## src/rtl/pipe_ctrl_credit.sv

```systemverilog
// Pipeline controller for the CORDIC datapath.
// A non-stalling valid shift register drives the per-stage enables. An output skid FIFO
// catches every beat that leaves the last stage. Upstream ready comes from a credit counter
// that covers beats in flight plus beats buffered, so no beat is admitted without a FIFO slot
// reserved for it. This also removes any combinational path from downstream ready to
// upstream ready.
module pipe_ctrl_credit #(
    parameter int unsigned PIPE_DEPTH = 6,
    parameter int unsigned BUF_DEPTH  = 8,
    parameter int unsigned DATA_W     = 32,
    parameter int unsigned LVL_W      = $clog2(BUF_DEPTH + 1)
) (
    input  logic                  aclk,
    input  logic                  areset,
    input  logic                  flush_i,
    input  logic                  tvalid_data_i,
    output logic                  tready_data_i,
    output logic [PIPE_DEPTH-1:0] en_o,
    input  logic [DATA_W-1:0]     pipe_tdata_i,
    output logic                  tvalid_data_o,
    input  logic                  tready_data_o,
    output logic [DATA_W-1:0]     tdata_o,
    output logic [LVL_W-1:0]      level_o
);

    localparam int unsigned PtrW = (BUF_DEPTH > 1) ? $clog2(BUF_DEPTH) : 1;
    localparam logic [LVL_W-1:0] LvlFull = LVL_W'(BUF_DEPTH);
    localparam logic [LVL_W-1:0] LvlOne  = LVL_W'(1);
    localparam logic [PtrW-1:0]  PtrLast = PtrW'(BUF_DEPTH - 1);
    localparam logic [PtrW-1:0]  PtrOne  = PtrW'(1);

    // valid_q[k-1] holds v[k]; v[0] is the combinational accept
    logic [PIPE_DEPTH-1:0] valid_q, valid_d;
    logic [LVL_W-1:0]      cnt_q, cnt_d;
    logic [LVL_W-1:0]      fifo_cnt_q, fifo_cnt_d;
    logic [PtrW-1:0]       wr_ptr_q, wr_ptr_d;
    logic [PtrW-1:0]       rd_ptr_q, rd_ptr_d;
    logic [DATA_W-1:0]     mem_q [BUF_DEPTH];

    logic acc;
    logic pop;
    logic wr_en;

    // Modulo-BUF_DEPTH increment; BUF_DEPTH need not be a power of two.
    function automatic logic [PtrW-1:0] ptr_inc(input logic [PtrW-1:0] p);
        logic [PtrW-1:0] r;
        if (p == PtrLast) begin
            r = '0;
        end else begin
            r = p + PtrOne;
        end
        return r;
    endfunction

    // Handshakes. areset gates ready so nothing is admitted while reset is held.
    always_comb begin
        tready_data_i = !areset && (cnt_q < LvlFull) && !flush_i;
        acc           = tvalid_data_i && tready_data_i;
        tvalid_data_o = (fifo_cnt_q != '0);
        // A pop coinciding with flush is discarded along with everything else.
        pop           = tvalid_data_o && tready_data_o && !flush_i;
        wr_en         = valid_q[PIPE_DEPTH-1] && !flush_i;
        tdata_o       = mem_q[rd_ptr_q];
        level_o       = cnt_q;
    end

    // Stage enables are v[0..PIPE_DEPTH-1]; the shift register takes the same vector next.
    always_comb begin
        en_o    = PIPE_DEPTH'({valid_q, acc});
        valid_d = flush_i ? '0 : en_o;
    end

    // Credit counter: one credit per accepted beat, returned on pop.
    always_comb begin
        cnt_d = cnt_q;
        if (flush_i) begin
            cnt_d = '0;
        end else if (acc && !pop) begin
            cnt_d = cnt_q + LvlOne;
        end else if (pop && !acc) begin
            cnt_d = cnt_q - LvlOne;
        end
    end

    // FIFO pointers and occupancy.
    always_comb begin
        wr_ptr_d   = wr_ptr_q;
        rd_ptr_d   = rd_ptr_q;
        fifo_cnt_d = fifo_cnt_q;
        if (flush_i) begin
            wr_ptr_d   = '0;
            rd_ptr_d   = '0;
            fifo_cnt_d = '0;
        end else begin
            if (wr_en) begin
                wr_ptr_d = ptr_inc(wr_ptr_q);
            end
            if (pop) begin
                rd_ptr_d = ptr_inc(rd_ptr_q);
            end
            if (wr_en && !pop) begin
                fifo_cnt_d = fifo_cnt_q + LvlOne;
            end else if (pop && !wr_en) begin
                fifo_cnt_d = fifo_cnt_q - LvlOne;
            end
        end
    end

    // Control state registers.
    always_ff @(posedge aclk or posedge areset) begin
        if (areset) begin
            valid_q    <= '0;
            cnt_q      <= '0;
            fifo_cnt_q <= '0;
            wr_ptr_q   <= '0;
            rd_ptr_q   <= '0;
        end else begin
            valid_q    <= valid_d;
            cnt_q      <= cnt_d;
            fifo_cnt_q <= fifo_cnt_d;
            wr_ptr_q   <= wr_ptr_d;
            rd_ptr_q   <= rd_ptr_d;
        end
    end

    // FIFO storage. The credit scheme guarantees a free slot whenever the last stage is valid.
    always_ff @(posedge aclk) begin
        if (wr_en) begin
            mem_q[wr_ptr_q] <= pipe_tdata_i;
        end
    end

endmodule
```

## config.mk

```make
export PLATFORM = sky130hd
export DESIGN_NAME = pipe_ctrl_credit
export DESIGN_NICKNAME = d
export VERILOG_FILES = /design/src/rtl/pipe_ctrl_credit.sv
export SDC_FILE = /design/constraint.sdc
export NUM_CORES = 1
export LEC_CHECK = 0
export BUFFER_PORTS_ARGS = -buffer_cell sky130_fd_sc_hd__buf_4
export CAP_MARGIN = 20
export CORE_MARGIN = 2
export CORE_UTILIZATION = 55
export CTS_BUF_LIST = sky130_fd_sc_hd__clkbuf_4 sky130_fd_sc_hd__clkbuf_8 sky130_fd_sc_hd__clkbuf_16
export DETAILED_ROUTE_END_ITERATION = 6
export PLACE_DENSITY_LB_ADDON = 0.3
export SYNTH_ARGS = -nofsm -noshare
export SYNTH_HDL_FRONTEND = slang
export SYNTH_SLANG_ARGS = --single-unit
```

## constraint.sdc

```tcl
create_clock -name aclk -period 11.5 [get_ports aclk]
set_clock_uncertainty 0.15 [all_clocks]
set_input_delay 1.15 -clock aclk [delete_from_list [all_inputs] [get_ports aclk]]
set_output_delay 1.15 -clock aclk [all_outputs]
set_load 0.05 [all_outputs]
```

# Word-level counts from Yosys, hierarchy flattened
# Memories as Yosys holds them, arrays and structs flattened.
# Index checks and enable logic that the tools add are counted.
# Widths: inputs -> output; s select.
[classes]
muxes = 15
eq_ne = 2
n_reduce_logical = 20
n_addsub = 6
n_lt_le_gt_ge = 1
[ops]
columns = ["cell", "count"]
rows = [
  ["$mux 4", 6],
  ["$mux 3", 6],
  ["$logic_and 1x1->1", 10],
  ["$add 4x1->4 const B", 2],
  ["$sub 4x1->4 const B", 2],
  ["$add 3x1->3 const B", 2],
  ["$eq 3x3->1 const B", 2],
  ["$mux 6", 1],
  ["$reduce_bool 3->1", 2],
  ["$logic_not 1->1", 5],
  ["$lt 4x4->1 const B", 1],
  ["$reduce_bool 2->1", 2],
  ["$reduce_bool 4->1", 1],
  ["$mux 1", 2],
]
[totals]
ramBits = 256
elab_cells = 50
output_inout_bits = 44
reg_bits = 20
mem_count = 1
[memory_table]
columns = ["memory", "depth", "word_bits", "read_ports", "rd_ports_with_merged_regs", "wr", "line_no", "text"]
rows = [
  ["mem_q", 8, 32, 1, 0, 1, "38", "logic [DATA_W-1:0] mem_q [BUF_DEPTH];"],
]

# Longest topological paths before layout
# Gate-level depths: netlist of run 1.
[logic_depth]
depth_word = 9
depth_mapped = 8

# Least setup slack after synthesis of run 1
# OpenSTA, ideal clock, no wires.
[synth_timing]
path_kind = "input port to flip-flop"
from = "input flush_i"
to = "memory mem_q[0][0], enable pin"
t_required_ns = 10.889
path_slack_ns = 7.246
path_stages = 3
t_arrival_ns = 3.643
path_buffers = 0
setup_time_ns = 0.461
cell_sequence = "nor2b_1 nand2b_1 nor3_1"
[synth_via]
elab_chain_len = 4
[synth_rtl]
columns = ["item", "line_no", "text"]
rows = [
  ["start, declared", "15", "input logic flush_i,"],
  ["$logic_not 1->1", "62", "wr_en = valid_q[PIPE_DEPTH-1] && !flush_i;"],
  ["$logic_and 1x1->1", "62", ""],
  ["$mux 1", "128", "if (wr_en) begin"],
  ["$mux 1 (implied by the code)", "129", "mem_q[wr_ptr_q] <= pipe_tdata_i;"],
  ["end, declared", "38", ""],
]
# No other way between the ends.

# Final worst setup path of run 1
[layout_timing]
from = "register rd_ptr_q[0]"
to = "output tdata_o[14]"
[layout_via]
elab_chain_len = 1
[layout_rtl]
columns = ["item", "line_no", "text"]
rows = [
  ["start, declared", "37", "logic [PtrW-1:0] rd_ptr_q, rd_ptr_d;"],
  ["start signal, assigned", "122", "rd_ptr_q <= rd_ptr_d;"],
  ["$mem_v2 8x32", "-", ""],
  ["end, declared", "22", "output logic [DATA_W-1:0] tdata_o,"],
]
# No other way between the ends.

==> flow_summary.ini, run 1 <==
[run_status]
status = finished clean

[placed_design]
place_ws_ns = 7.484
dpl.cell_count = 820
portBuffers = 80
post-dp-hpwl_um = 10760
place.gp.congestion = 0.6913

[pwr]
power_density_nw_per_um2 = 213.1
ir_drop_v = 0.0001440
power_leakage_nw = 4.250

[worst_hold_path]
hold_path_class = register to register

[route]
vias_per_cell = 5.809
wl_per_cell_um = 22.82
drc = 0
drt_iter0_drc = 408
dr.pass1.iters = 5
vias = 5042
wl_um = 19810
ant_nets = 0

[clocking]
h-tree-depth = 1
cts_buffer_depth = 3
cts.clk_slew.worst_paths_ns = 0.06
cts_tree = done
ctsHoldBuffers = 0
insertion_delay_ns = 0.52
cts.sinks = 276
cts_buffers = 27
cts_setup_buffers = 0
clockRootBuffer = clkbuf_16
cts-resized-gates = 0

[yosys]
synth_edf_count = 256
syn_inst = 492
ys_types = 39
synthesis.nets = 539
synth-xor-area-share = 0.002420
syn_area_um2 = 10860
synthAdderAreaFrac = 0.01291
muxShareOfSynthArea = 0.1769
synthArstFlopShare = 0.07246
synth-simple-area-share = 0.02444
synth_compound_area_frac = 0.007838
avgSynthCellArea_um2 = 22.06
yosys_warnings = 0
synth_top_area_cell = edfxtp_1
synthFlopType = edfxtp_1
synth.top_cell.area_share = 0.7082
synth_seq_area_share = 0.7543
synth_area_leaders = edfxtp_1, mux4_2, dfrtp_1, mux2_2, mux4_1
ys_ff_latch = 276
synth_top_family_by_area = multiplexers

[setup_path]
path_class = register to output pin
crit_cells = 4
cp_top_family = flip-flops
cp-startpoint = rd_ptr_q[0]$_DFFE_PP0P_
cp_slowest_stage_delay_ns = 0.91
crit_chain = buf_4 > mux4_2 > mux2_2 > buf_4
cp_max_fo = 38
cpMostUsedCell = buf_4
crit_end = tdata_o[14]
timing.reg2reg.setup_slack_ns = 8.78
required_ns = 10.20
crit_slowest_cell = dfrtp_4
r2r_start = fifo_cnt_q[0]$_DFFE_PP0P_
crit_buf_inv = 2
reg2reg_to = fifo_cnt_q[3]$_DFFE_PP0P_
end_kind = output pin
cp-start-kind = register
critPathArrivalTime_ns = 3.19
reg2reg_depth = 7

[sta]
rsz0062_at_grt = no
setup_slack_ns = 7.007
hold_viol_final = 0
fin_crit_ns = 4.493
drv_slew = 0
fmax_ghz = 0.2226
setup_viol = 0
worst_pin_slew_ns = 0.9975
finalSetupTns_ns = 0
slew_headroom = 0.3350
period_share = 0.3907

[floorplanning]
rows = 51
core_um2 = 19400
dieArea_um2 = 20880
die_x_um = 144.5
io_pins = 81
die_h_um = 144.5
initial_core_util = 0.5596

[finish]
antennaDiodeCount = 0
n_fill_cell = 1300
final_cell_mix = edfxtp_1, buf_4, mux4_2, mux2_2, clkbuf_16
final_nets = 632
fin_cells = 868
final_common_cell = edfxtp_1
area_growth_pct = 16.79
drive_gt1_frac = 0.4030

[global_route]
grt_pass1_vias = 5239
antenna_found_initial = 0
grt_util_all_layers = 0.1995
overflow = 0
grt_pass1_wl_um = 30500
grt_max_degree = 67

[flow_run]
drv_cap = 0
[power by group]
group / switching (mW) / total, mW / internal, mW / leakage (nW)
Sequential: 0.0519 / 1.16 / 1.11 / 2.57
Combinational: 0.344 / 0.617 / 0.273 / 1.21
Clock: 0.348 / 0.921 / 0.572 / 0.469
[cell families after synthesis]
group	count (synthesis)
multiplexers	106
buffers and inverters	36
XOR/XNOR	3
adder cells (fa/ha/maj)	10
AND/OR/NAND/NOR	50
AO/OA/AOI/OAI	11
flip-flops	276
[flip-flops by register name, summed over array words and instances (netlist names)]
name	flops
mem_q	256
valid_q	6
fifo_cnt_q	4
level_o	4
rd_ptr_q	3
wr_ptr_q	3
[cell usage after synthesis, types with 3 or more instances]
library cell,count
edfxtp_1,256
ha_1,8
clkbuf_1,4
nor2_1,17
inv_1,7
mux4_2,59
buf_4,6
buf_1,4
buf_6,4
nor3_1,6
mux2_2,32
a21oi_1,4
buf_2,7
nand2b_1,5
mux4_1,5
dfrtp_1,20
nor2b_1,6
mux2i_1,10
nand3_1,3
nand2_1,5
[routing by layer]
layer	vias to the layer above	share of wire	global-route usage
met5	-	0	0
met4	0	0.019	0.05876
met3	27	0.061	0.04040
met2	162	0.50	0.3228
met1	2652	0.41	0.2811
li1	2201	-	-
[worst min path at each step]
stage                          from                    to  cells past startpoint
3_3_place_gp   valid_q[3]$_DFF_PP0_  valid_q[4]$_DFF_PP0_                      1
3_5_place_dp   valid_q[2]$_DFF_PP0_  valid_q[3]$_DFF_PP0_                      1
5_1_grt        valid_q[1]$_DFF_PP0_  valid_q[2]$_DFF_PP0_                      1
4_1_cts        valid_q[1]$_DFF_PP0_  valid_q[2]$_DFF_PP0_                      1
2_1_floorplan  valid_q[0]$_DFF_PP0_  valid_q[1]$_DFF_PP0_                      1
6_report       valid_q[0]$_DFF_PP0_  valid_q[1]$_DFF_PP0_                      1
[worst register-to-register path, stage by stage (launching register included)]
cell and delay (ns):
dfrtp_1 0.46, o41ai_4 0.82, nand2_1 0.23, ha_1 0.39, a21oi_1 0.20, nand2_1 0.11
mux2i_1 0.12, a31oi_1 0.17
[final cells by class]
| class | instances | area (µm²) | area share |
|---|---|---|---|
| inverter | 8 | 30.03 | 0.002369 |
| tap | 265 | 331.6 | 0.02615 |
| clock buffer | 31 | 705.7 | 0.05566 |
| timing repair buffer | 92 | 694.4 | 0.05477 |
| sequential | 276 | 8194 | 0.6463 |
| multi-input combinational | 180 | 2492 | 0.1966 |
| clock inverter | 16 | 230.2 | 0.01816 |
[through the flow]
step                cell area, µm²  hold WS [ns]  power [mW]    util
floorplan                    10860        0.3155       1.680       -
global placement             11730        0.3422       1.791  0.6047
detailed placement           11730        0.3588       1.808  0.6047
CTS                          12670        0.3778       2.731  0.6530
global route                 12680        0.3967       2.809  0.6536
finish                       12680        0.3633       2.702  0.6536
Power figures use the tool's default switching activity.
==> run 2, diff against run 1 <==
==> constraint.sdc (replaced) <==
create_clock -name aclk -period 4.7 [get_ports aclk]
set_clock_uncertainty 0.15 [all_clocks]
set_input_delay 0.47 -clock aclk [delete_from_list [all_inputs] [get_ports aclk]]
set_output_delay 0.47 -clock aclk [all_outputs]
set_load 0.05 [all_outputs]
==> run 2 against run 1 <==
First-iteration DRC count fell by 26%. Clock power increased by 140%. Sequential share of layout area is 0.24 points lower. Utilization grew 0.25 points. Via count is 0.16% lower. Flip-flop and latch count unchanged. Die area did not move. Critical endpoint is now tdata_o[23].
==> flow_summary.ini, run 2 (same netlist as run 1, synthesis figures left out) <==
[floorplanning]
die_x_um = 144.5
core_um2 = 19400
die_h_um = 144.5
io_pins = 81
rows = 51
initial_core_util = 0.5596
dieArea_um2 = 20880

[placed_design]
place.gp.congestion = 0.6887
dpl_cell_area_um2 = 11760
portBuffers = 80
post-dp-hpwl_um = 11500

[finish]
area_growth_pct = 17.23
final_core_util = 0.6560
drive_gt1_frac = 0.4131
stdcell_area_um2 = 12730
reg_top3 = mem_q x256, valid_q x6
antennaDiodeCount = 0
top_register = mem_q
final_common_cell = edfxtp_1
final_cell_mix = edfxtp_1, buf_4, mux4_2, mux2_2, clkbuf_16
largest_reg_flops = 256
final_nets = 635

[sta]
rsz0062_at_grt = no
period_share = 0.7249
finalSetupTns_ns = 0
worst_pin_slew_ns = 1.032
fin_crit_ns = 3.407
drv_slew = 0
slew_headroom = 0.3118
hold-worst-slack_ns = 0.01697
fmax_ghz = 0.2935
hold_viol_final = 0
setup_viol = 0

[route]
ant_nets = 0
vias_per_cell = 5.753
wl_per_cell_um = 22.49
drc = 0
wl_um = 19680
vias = 5034
drt_iter0_drc = 303
dr.pass1.iters = 4

[clocking]
insertion_delay_ns = 0.52
cts_buffer_depth = 3
cts.clk_slew.worst_paths_ns = 0.06
cts.sinks = 276
ctsHoldBuffers = 1
clockRootBuffer = clkbuf_16
cts_setup_buffers = 0
cts_tree = done
cts_buffers = 28
h-tree-depth = 1
cts-resized-gates = 0

[setup_path]
end_kind = output pin
required_ns = 4.08
critPathArrivalTime_ns = 2.79
cp-start-kind = register
path_class = register to output pin
cp_max_fo = 38

[global_route]
grt_pass1_vias = 5378
overflow = 0
grt_max_degree = 53
grt_util_all_layers = 0.1963
antenna_found_initial = 0
grt_pass1_wl_um = 30380

[pwr]
power_density_nw_per_um2 = 519.6
ir_drop_v = 0.0003029
power.total_mw = 6.612
power_leakage_nw = 4.278

[flow_run]
drv_cap = 0

[worst_hold_path]
hold_path_class = input port to register

[run_status]
status = finished clean
==> run 2: cell count changes in the layout (fill, tap and decap cells not counted), sizes merged <==
cell	previous run	this run
buf	92	93
bufinv	6	2
clkbuf	31	43
clkinv	9	6
clkinvlp	0	1
dlygate4sd3	0	1
inv	9	8
==> run 2: layout make-up <==
class	instances	area, µm²
inverter	8	30.03
multi-input combinational	180	2492
tap	265	331.6
clock inverter	9	101.3
fill	1317	6673
timing repair buffer	94	720.7
clock buffer	43	855.8
sequential	276	8194
==> run 2: final timing paths <==
kind	to	cells after the start	slack (ns)	from
max	tdata_o[23]	4	1.29	rd_ptr_q[1]$_DFFE_PP0P_
min	mem_q[0][26]$_DFFE_PP_	1	0.02	pipe_tdata_i[26]
max reg2reg	fifo_cnt_q[3]$_DFFE_PP0P_	7	1.94	fifo_cnt_q[0]$_DFFE_PP0P_
min reg2reg	valid_q[1]$_DFF_PP0_	1	0.35	valid_q[0]$_DFF_PP0_
max in group asynchronous	rd_ptr_q[0]$_DFFE_PP0P_	3	3.29	areset
min in group asynchronous	level_o[2]$_DFFE_PP0P_	3	0.53	areset
==> run 2: power breakdown <==
part	switching, mW	internal [mW]	leakage (nW)
registers	0.108	2.72	2.57
logic	0.871	0.684	1.23
clock network	0.864	1.36	0.484
==> run 2: critical path, cell delays in order (launching register included) <==
cell and delay (ns):
dfrtp_2 0.95, buf_4 0.41, mux4_2 0.35, mux2_2 0.30, buf_4 0.20
==> run 2: layer usage <==
| metal | share of wire | up-vias | global-route usage | wire length, µm |
|---|---|---|---|---|
| met2 | 0.51 | 136 | 0.3323 | 10120 |
| met1 | 0.40 | 2665 | 0.2633 | 7951 |
| li1 | - | 2208 | - | - |
| met5 | 0 | - | 0 | 0 |
| met4 | 0.016 | 0 | 0.05059 | 318 |
| met3 | 0.065 | 25 | 0.04305 | 1289 |
==> run 2: per-stage QoR <==
stage,std cells,setup slack [ns]
2_1_floorplan,492,0.9277
3_3_place_gp,822,1.908
3_5_place_dp,822,1.839
4_1_cts,875,1.262
5_1_grt,875,1.206
6_report,875,1.293
==> run 3, diff against run 2 <==
==> constraint.sdc (replaced) <==
create_clock -name aclk -period 3.5 [get_ports aclk]
set_clock_uncertainty 0.15 [all_clocks]
set_input_delay 0.35 -clock aclk [delete_from_list [all_inputs] [get_ports aclk]]
set_output_delay 0.35 -clock aclk [all_outputs]
set_load 0.05 [all_outputs]
==> run 3 against run 2 <==
Hold slack lost 0.0045 ns. Global-route usage grew 0.44 points. Utilization grew 2.3 points. Setup slack lost 1.0 ns. Critical path depth is the same. Clock power grew 38%. Die area is the same. Combinational power grew 37%. Flip-flop and latch count is the same. Clock-buffer cell count shrank 8.
==> flow_summary.ini, run 3 (same netlist as run 1, synthesis figures left out) <==
[clocking]
cts_tree = done
cts_buffer_depth = 3
h-tree-depth = 1
cts.sinks = 276
cts.clk_slew.worst_paths_ns = 0.06
cts-resized-gates = 0
clockRootBuffer = clkbuf_16
cts_buffers = 29
ctsHoldBuffers = 34
cts_setup_buffers = 0
insertion_delay_ns = 0.53

[finish]
stdcell_area_um2 = 13180
fin_cells = 912
largest_reg_flops = 256
final_cell_mix = edfxtp_1, buf_4, mux4_2, dlygate4sd3_1, mux2_2
final_common_cell = edfxtp_1
final_nets = 676
area_growth_pct = 21.43
drive_gt1_frac = 0.3879
top_register = mem_q
n_fill_cell = 1255
final_core_util = 0.6795
reg_top3 = mem_q x256, valid_q x6
antennaDiodeCount = 0

[pwr]
seqPwrFrac = 0.423
power_density_nw_per_um2 = 683.7
comb_power_share = 0.235
p_sw_mw = 2.473
intPower_mw = 6.540
power_leakage_nw = 4.450
power_frac_clock = 0.342
switching_share = 0.2744
ir_drop_v = 0.0004765

[worst_hold_path]
hold_path_class = input port to register
hold_path_end = valid_q[1]$_DFF_PP0_
hold_path_depth = 2
holdCritStartpoint = flush_i

[floorplanning]
die_h_um = 144.5
die_x_um = 144.5
io_pins = 81
rows = 51
dieArea_um2 = 20880
core_um2 = 19400
initial_core_util = 0.5596

[setup_path]
required_ns = 3.00
cp-start-kind = register
path_class = register to output pin
critPathArrivalTime_ns = 2.75
crit_slowest_cell = dfrtp_4
r2r_start = valid_q[5]$_DFF_PP0_
reg2reg_depth = 4
reg2reg_to = mem_q[2][28]$_DFFE_PP_
cp_slowest_stage_delay_ns = 0.84
cp_max_fo = 31
crit_cells = 4
cp_top_family = multiplexers
timing.reg2reg.setup_slack_ns = 0.95
crit_buf_inv = 2
crit_chain = buf_12 > mux4_2 > mux2_2 > buf_4
end_kind = output pin

[placed_design]
dpl.cell_count = 829
post-dp-hpwl_um = 11700
place.gp.congestion = 0.7235
portBuffers = 80
dpl_cell_area_um2 = 11870

[sta]
slew_headroom = 0.4652
fmax_ghz = 0.3077
drv_slew = 0
worst_pin_slew_ns = 0.8014
setup_viol = 0
period_share = 0.9285
rsz0062_at_grt = no
hold_viol_final = 0
finalSetupTns_ns = 0
fin_crit_ns = 3.250

[global_route]
antenna_found_initial = 0
grt_pass1_wl_um = 31150
grt_pass1_vias = 5558
grt_max_degree = 37
grt_util_all_layers = 0.2007
overflow = 0

[route]
drt_iter0_drc = 356
wl_per_cell_um = 21.83
dr.pass1.iters = 4
ant_nets = 0
wl_um = 19910
vias = 5107
vias_per_cell = 5.600
drc = 0

[flow_run]
drv_cap = 0

[run_status]
status = finished clean
[run 3: changes by cell type in the layout (fill, tap and decap cells not counted), sizes merged]
cell	previous run	this run
buf	93	100
bufinv	2	5
clkbuf	43	35
clkinv	6	8
clkinvlp	1	0
dlygate4sd3	1	34
inv	8	9
[run 3: area by class of cell]
type / instances / area (µm²) / area share
sequential: 276 / 8194 / 0.6216
multi-input combinational: 180 / 2505 / 0.1900
inverter: 8 / 30.03 / 0.002278
clock buffer: 35 / 770.7 / 0.05847
clock inverter: 14 / 196.4 / 0.01490
tap: 265 / 331.6 / 0.02515
timing repair buffer: 134 / 1154 / 0.08752
[run 3: worst max path at each step]
| stage | start | endpoint | slack (ns) |
|---|---|---|---|
| 2_1_floorplan | valid_q[5]$_DFF_PP0_ | mem_q[7][0]$_DFFE_PP_ | 0.59 |
| 3_3_place_gp | rd_ptr_q[0]$_DFFE_PP0P_ | tdata_o[1] | 0.80 |
| 3_5_place_dp | rd_ptr_q[0]$_DFFE_PP0P_ | tdata_o[1] | 0.77 |
| 4_1_cts | rd_ptr_q[0]$_DFFE_PP0P_ | tdata_o[1] | 0.19 |
| 5_1_grt | rd_ptr_q[0]$_DFFE_PP0P_ | tdata_o[1] | 0.13 |
| 6_report | rd_ptr_q[0]$_DFFE_PP0P_ | tdata_o[1] | 0.25 |
[run 3: power by group through the flow]
stage	clock (mW)	sequential (mW)	combinational, mW
3_5_place_dp	0	3.89	2.11
2_1_floorplan	0	3.83	1.69
6_report	3.08	3.81	2.12
4_1_cts	3.13	3.82	2.15
5_1_grt	3.26	3.83	2.25
3_3_place_gp	0	3.88	2.06
[run 3: through the flow]
step                power [mW]  hold WS, ns  setup WS [ns]
global placement         5.939       0.3399         0.8049
global route             9.347      0.01281         0.1296
detailed placement       5.992       0.3354         0.7717
finish                   9.013      0.01244         0.2503
floorplan                5.521       0.1638         0.5861
CTS                      9.099     0.001054         0.1934
[run 3: routing by layer]
layer | track usage | share of wire | vias to the layer above
li1 | - | - | 2291
met1 | 0.2654 | 0.41 | 2644
met2 | 0.3452 | 0.52 | 138
met3 | 0.03576 | 0.052 | 34
met4 | 0.06081 | 0.022 | 0
met5 | 0 | 0 | -
